[config.mk]
export PLATFORM = sky130hd
export DESIGN_NAME = legal_move_arbiter
export DESIGN_NICKNAME = d
export VERILOG_FILES = /design/src/rtl/legal_move_arbiter.sv
export SDC_FILE = /design/constraint.sdc
export NUM_CORES = 1
export LEC_CHECK = 0
export ABC_AREA = 1
export BUFFER_PORTS_ARGS = -buffer_cell sky130_fd_sc_hd__buf_2
export CORE_UTILIZATION = 54
export DETAILED_ROUTE_END_ITERATION = 12
export MAX_ROUTING_LAYER = met4
export PLACE_DENSITY_LB_ADDON = 0.08
export SYNTH_ARGS = -nofsm -noshare
export SYNTH_HDL_FRONTEND = slang
export SYNTH_SLANG_ARGS = --single-unit
[constraint.sdc]
create_clock -name clk -period 6.59 [get_ports clk]
set_input_delay 0 -clock clk [delete_from_list [all_inputs] [get_ports clk]]
set_output_delay 0 -clock clk [all_outputs]
set_load 0.05 [all_outputs]
[src/rtl/legal_move_arbiter.sv]
// ---------------------------------------------------------------------------
// legal_move_arbiter
//
// Time-shares the single legal-move lookup (8x8 maze, 4 legal bits per cell)
// between Pac-Man (requester 0) and the four ghosts (requesters 1..4).
// Requests are picked round-robin in IDLE. The winner's pixel position is
// latched. In-grid positions go through the lookup, which has a fixed
// latency. Off-grid positions are answered at once with "no legal moves".
// The 4-bit result goes back to the winner with a one-cycle valid pulse.
//
// Ports
//   clk           system clock, rising edge
//   rst_n         synchronous active-low reset
//   req           per-requester request level
//   req_xpos      packed x positions, requester i at [10i+9:10i]
//   req_ypos      packed y positions, same packing
//   grant         one-hot, requester currently being served
//   rsp_valid     one-cycle pulse to the served requester
//   rsp_legal     {left,right,up,down}, valid while rsp_valid is non-zero
//   lookup_valid  high while a lookup is in flight
//   lookup_xpos   latched x of the winner
//   lookup_ypos   latched y of the winner
//   lookup_legal  lookup result, same bit order as rsp_legal
//   busy          high whenever the FSM is not in IDLE
//
// state | meaning
// ------+-----------------------------------------------------------------
// IDLE  | waiting; samples req and picks a winner round-robin from rr_ptr
// LOOK  | lookup in flight; lat_cnt counts down the lookup latency
// RESP  | rsp_valid pulse to the winner; rr_ptr advances past the winner
// ---------------------------------------------------------------------------
module legal_move_arbiter #(
   parameter int N_REQ      = 5,
   parameter int LOOKUP_LAT = 1,
   parameter int SF         = 60,
   parameter int S_X        = 150,
   parameter int S_Y        = 34,
   parameter int GRID_N     = 8
) (
   input  logic                 clk,
   input  logic                 rst_n,
   input  logic [N_REQ-1:0]     req,
   input  logic [10*N_REQ-1:0]  req_xpos,
   input  logic [10*N_REQ-1:0]  req_ypos,
   output logic [N_REQ-1:0]     grant,
   output logic [N_REQ-1:0]     rsp_valid,
   output logic [3:0]           rsp_legal,
   output logic                 lookup_valid,
   output logic [9:0]           lookup_xpos,
   output logic [9:0]           lookup_ypos,
   input  logic [3:0]           lookup_legal,
   output logic                 busy
);

   localparam int IDX_W = (N_REQ > 1) ? $clog2(N_REQ) : 1;
   localparam int X_LO  = S_X;
   localparam int X_HI  = S_X + GRID_N * SF;
   localparam int Y_LO  = S_Y;
   localparam int Y_HI  = S_Y + GRID_N * SF;

   localparam logic [N_REQ-1:0] ONE_HOT0 = {{(N_REQ-1){1'b0}}, 1'b1};

   typedef enum logic [1:0] {
      IDLE = 2'd0,
      LOOK = 2'd1,
      RESP = 2'd2
   } state_t;

   state_t           state;
   logic [IDX_W-1:0] rr_ptr;
   logic [IDX_W-1:0] win;
   logic [2:0]       lat_cnt;

   logic             sel_found;
   logic [IDX_W-1:0] sel_idx;
   logic [9:0]       sel_x;
   logic [9:0]       sel_y;
   logic             sel_in_grid;

   // Round-robin search: first set req bit at or after rr_ptr, wrapping.
   always_comb begin
      int idx;
      sel_found = 1'b0;
      sel_idx   = '0;
      idx       = 0;
      for (int k = 0; k < N_REQ; k++) begin
         idx = int'(rr_ptr) + k;
         if (idx >= N_REQ) idx = idx - N_REQ;
         if (!sel_found && req[IDX_W'(idx)]) begin
            sel_found = 1'b1;
            sel_idx   = IDX_W'(idx);
         end
      end
   end

   // Position mux for the selected requester; constant slices only.
   always_comb begin
      sel_x = '0;
      sel_y = '0;
      for (int i = 0; i < N_REQ; i++) begin
         if (sel_idx == IDX_W'(i)) begin
            sel_x = req_xpos[10*i +: 10];
            sel_y = req_ypos[10*i +: 10];
         end
      end
   end

   // The compare runs on the value being latched this edge, so the
   // IDLE decision and the latched copy always agree.
   always_comb begin
      sel_in_grid = (32'(sel_x) >= 32'(X_LO)) && (32'(sel_x) < 32'(X_HI)) &&
                    (32'(sel_y) >= 32'(Y_LO)) && (32'(sel_y) < 32'(Y_HI));
   end

   always_ff @(posedge clk) begin
      if (!rst_n) begin
         state        <= IDLE;
         rr_ptr       <= '0;
         win          <= '0;
         lat_cnt      <= '0;
         grant        <= '0;
         rsp_valid    <= '0;
         rsp_legal    <= '0;
         lookup_valid <= 1'b0;
         lookup_xpos  <= '0;
         lookup_ypos  <= '0;
         busy         <= 1'b0;
      end else begin
         case (state)
            IDLE: begin
               if (sel_found) begin
                  win         <= sel_idx;
                  grant       <= ONE_HOT0 << sel_idx;
                  lookup_xpos <= sel_x;
                  lookup_ypos <= sel_y;
                  busy        <= 1'b1;
                  if (sel_in_grid) begin
                     lookup_valid <= 1'b1;
                     lat_cnt      <= 3'(LOOKUP_LAT);
                     state        <= LOOK;
                  end else begin
                     rsp_legal <= 4'b0000;
                     rsp_valid <= ONE_HOT0 << sel_idx;
                     state     <= RESP;
                  end
               end
            end

            LOOK: begin
               lat_cnt <= lat_cnt - 3'd1;
               if (lat_cnt == 3'd1) begin
                  rsp_legal    <= lookup_legal;
                  rsp_valid    <= grant;
                  lookup_valid <= 1'b0;
                  state        <= RESP;
               end
            end

            RESP: begin
               rsp_valid <= '0;
               grant     <= '0;
               busy      <= 1'b0;
               if (win == IDX_W'(N_REQ - 1))
                  rr_ptr <= '0;
               else
                  rr_ptr <= win + 1'b1;
               state <= IDLE;
            end

            default: begin
               rsp_valid    <= '0;
               grant        <= '0;
               lookup_valid <= 1'b0;
               busy         <= 1'b0;
               state        <= IDLE;
            end
         endcase
      end
   end

endmodule

# After elaboration in Yosys (flattened, before gate mapping)
# Cells that the tools add are included.
# classes
add_sub_neg	11
n_lt_le_gt_ge	14
n_eq_ne	12
n_shift	1
n_mux	64
bitwise_logic	2
reduce_logical	21
# ops
operator	count
$mux W10	10
$mux W3	13
$lt A3 B5 Y1 const B	5
$lt A10 B10 Y1 const B	2
$mux W5	4
$pmux W5 S2	2
$mux W1	19
$ge A4 B3 Y1 const B	4
$bmux W1 S3	5
$sub A3 B3 Y3 const B	5
$mux W4	3
$ge A10 B6 Y1 const B	1
$ge A10 B8 Y1 const B	1
$add A3 B2 Y4 const B	2
$ne A2 B2 Y1 const B	4
$pmux W4 S2	1
$reduce_and A4 Y1	2
$logic_and A1 B1 Y1	7
$eq A3 B1 Y1 const B	2
$eq A3 B2 Y1 const B	2
$eq A3 B3 Y1 const B	2
$mux W2	3
$pmux W3 S2	1
$reduce_and A2 Y1	3
17 further kinds	22
# word_totals
ff_bits	47
in_bits	111
wordCells	136

# Logic depth before layout (Yosys ltp)
# logic_depth
depth_word	31
ltp_mapped	35

# Least setup slack after synthesis
# Ideal clock, no wire load.
# synth_path
path_kind	flip-flop to flip-flop
from	reg rr_ptr[0]
to	reg lat_cnt[1]
arrival_time_ns	3.462
setup_slack_ns	3.000
stages_incl_launch_ff	31
path_cell_list	dfxtp_1 > buf_6 > inv_6 > ha_1 > inv_1 > fa_1 > inv_1 > nand2_2 > o21ai_2 > nand3_1 > nand2_1 > nand2_1 > nand2_1 > nand3_1 > nor2_1 > nor2_4 > nand3_4 > nor2_2 > buf_2 > nand2_1 > nand4_1 > nor2_1 > nand2_1 > nor2_1 > nand3_1 > nand3_2 > nand3_2 > nand2_2 > nand2_2 > a21oi_1 > nor2_1
# synth_via
elab_chain_cells	30
# synth_rtl
element	line_no	text
start, declared	70	logic [IDX_W-1:0] rr_ptr;
start signal, assigned	166	rr_ptr <= win + 1'b1;
branches (longest 29 deep; another with $add A3 B1 Y4)	-	
$reduce_and A3 Y1 (no line) *	-	
end signal, assigned	139	lat_cnt <= 3'(LOOKUP_LAT);
end signal, assigned	150	lat_cnt <= lat_cnt - 3'd1;
end, declared	72	logic [2:0] lat_cnt;
# Mark *: on every way between the ends. The select of a mux whose other input is x is not followed.
# A chain may end at the register's enable or synchronous reset.

# Final worst setup path
# Ends and elaborated chain as after synthesis.

==> impl_metrics.ini <==
[worst_hold_path]
hold_end = lookup_ypos[6]$_SDFFE_PN0P_
worstHoldStart = req_ypos[46]
hold-path-cell-count = 3
min_path_type = in -> reg

[route]
ant_nets = 0
dr.pass1.iters = 7
drc = 0
vias = 4678
wl_per_cell_um = 14.1
wl_mm = 12.1
via_per_inst = 5.43
first_iter_violations = 165

[worst_setup_path]
crit_path_max_fanout = 20
rrSetupSlack_ns = 1.75
critPathTopFamily = simple AND/OR/NAND/NOR gates
slowest_delay_ns = 0.73
reg2regPathDepth = 28
r2r_start = rr_ptr[0]$_SDFFE_PN0P_
cp.required_ns = 6.77
worst-path-stages = 28
path_buf_inv = 4
startpoint = rr_ptr[0]$_SDFFE_PN0P_
end_kind = register
crit_arrival_ns = 5.01
start_kind = register
cpMaxStageDelayCell = nor2_2
crit_top_cell = nand2_1
timing.rr.end = lat_cnt[1]$_SDFFE_PN0P_
crit_type = reg -> reg

[finish]
syn_to_final_growth_pct = 24.1
nNetsFinal = 889
drive_gt1_frac = 0.279
diodes = 0
fillers = 622
finalNonFillerCells = 862
design_area_mm2 = 0.00475

[timing]
hold_slack_ns = 0.0267
timing.final.crit_period_ns = 4.84
finClkSkew_ns = 0.00993
relSlewSlack = 0.412
finalCritPeriodShare = 0.734
timing.fmax_mhz = 207
fin_setup_tns_ns = 0
slew_viol_final = 0
worstMarginPinSlew_ns = 0.881
finalSetupViolations = 0
rsz0062_at_grt = no
hold_viol = 0

[outcome]
status = complete, no violations

[clock_network]
tritoncts = built
clkTransAtPathRegs_ns = 0.09
clk-insertion-delay-late_ns = 0.30
cts.sinks = 47
cts_buffers = 5
cts-root-buf = clkbuf_8
htreeDepth = 2
post_cts_buffers = 0
cts_max_path_buffers = 2

[floorplanning]
core_region_area_mm2 = 0.00683
dieArea_mm2 = 0.00744
dieHeight_um = 86.2
num_rows = 30
ios = 147
die_w_um = 86.2
start_util = 0.561

[logic_synthesis]
synthCells = 622
synth_area_mm2 = 0.00383
ys.warnings.count = 0
synth-seq-cells = 47
synthTopCellsByArea = dfxtp_1, nand2_1, nand3_1, nor2_1, a21oi_1
synth_top_cell_area_share = 0.246
synth-seq-area-share = 0.246
synth.distinct_cells = 42
synth.avg_cell_area_um2 = 6.16
syn_nets = 746
yosys.area.top_type = dfxtp_1

[placement]
place_congestion = 0.941
dpl.hpwl_mm = 9.30
dpl.cell_count = 849
io_buffers = 146
placed_area_mm2 = 0.00459

[global_routing]
grt_pass1_vias = 4316
grt_pass1_wl_mm = 19.3
grt_max_degree = 32
antenna_found_initial = 0
grt_usage = 0.334
overflow = 0

[run]
maxCapViolations = 0
## layout make-up
| class | count | area [um^2] | share of cell area |
|---|---|---|---|
| clock buffer | 5 | 68.8 | 0.0145 |
| clock inverter | 3 | 43.8 | 0.00921 |
| inverter | 67 | 256 | 0.0539 |
| multi-input combinational | 491 | 2530 | 0.532 |
| sequential | 47 | 941 | 0.198 |
| tap | 96 | 120 | 0.0253 |
| timing repair buffer | 153 | 796 | 0.167 |
## kinds of logic after synthesis
| kind of cell | count (synthesis) | share of synthesized area |
|---|---|---|
| adders and majority gates | 13 | 0.0444 |
| DFF | 47 | 0.246 |
| AOI/OAI and AO/OA | 99 | 0.144 |
| and+or+nand+nor | 377 | 0.465 |
| xor gates and xnor gates | 2 | 0.00653 |
| buffers and inverters | 84 | 0.0947 |
## stage by stage
step | worst slack (ns) | util
5_1_grt | 1.09 | 0.696
3_3_place_gp | 1.91 | 0.672
3_5_place_dp | 1.82 | 0.672
4_1_cts | 1.82 | 0.696
6_report | 1.75 | 0.696
2_1_floorplan | 3.00 | -
## worst register-to-register path, delay by kind of cell (launching register included)
family	cells	cell delay (ns)
AOI/OAI and AO/OA	2	0.41
buffers and inverters	4	0.36
adders and majority gates	2	0.62
and+or+nand+nor	20	2.62
DFF	1	0.70
## cells in the final DEF, fill, tap and decap left out, types with 2 or more instances in the layout
cell type,count
nor2_2,8
o21ai_1,3
clkbuf_8,5
clkinv_1,2
nand2_1,187
inv_2,5
inv_1,59
nand2_2,14
a22oi_1,2
nand3_4,2
o21ai_0,32
nand4_2,3
nor2_1,68
nor2_4,3
nand3b_1,2
buf_2,146
or2_2,2
buf_4,2
nand3_2,10
nand2_4,2
ha_1,12
nand4_1,16
dlygate4sd3_1,5
nor3_1,3
a21oi_1,46
o21ai_2,3
a22o_1,3
a31oi_1,4
nand3_1,54
dfxtp_1,47
## routing by layer
| metal | share of wire | GRT usage | vias to the layer above |
|---|---|---|---|
| li1 | - | - | 2308 |
| met1 | 0.40 | 0.374 | 2151 |
| met2 | 0.52 | 0.597 | 186 |
| met3 | 0.050 | 0.0486 | 33 |
| met4 | 0.031 | 0.135 | 0 |
| met5 | 0 | - | - |
## state kept, by name, summed over array words and instances, names as in the netlist
register      flops
lookup_xpos      10
lookup_ypos      10
grant             5
rsp_valid         5
rsp_legal         4
lat_cnt           3
rr_ptr            3
win               3
state             2
busy              1
lookup_valid      1
## synthesized netlist by cell type (all sizes together)
cell type	count
a31oi	4
or2	2
clkbuf	8
and2	1
dfxtp	47
inv	65
xor2	2
nor3	4
nand3	66
nand4	20
o21a	1
nand3b	2
a21boi	1
clkinv	2
o21ai	39
ha	12
o211ai	1
fa	1
nor2	79
a21o	1
a22o	3
a22oi	2
a21oi	47
nand2	203
buf	9
## what timing repair did
item                                   4_1_cts  5_1_grt
hold buffers                                 5        0
resized for setup                            0        0
endpoints found under the hold margin        5        0
setup endpoints to repair                    0        0
## worst max-delay path by stage
stage and end:
4_1_cts lat_cnt[1]$_SDFFE_PN0P_, 2_1_floorplan lat_cnt[1]$_SDFFE_PN0P_, 3_3_place_gp lat_cnt[1]$_SDFFE_PN0P_, 6_report lat_cnt[1]$_SDFFE_PN0P_
3_5_place_dp lat_cnt[1]$_SDFFE_PN0P_, 5_1_grt lat_cnt[1]$_SDFFE_PN0P_
Power is not shown: default switching activity piles up to over one toggle a cycle in this logic, so the estimate is an artifact.
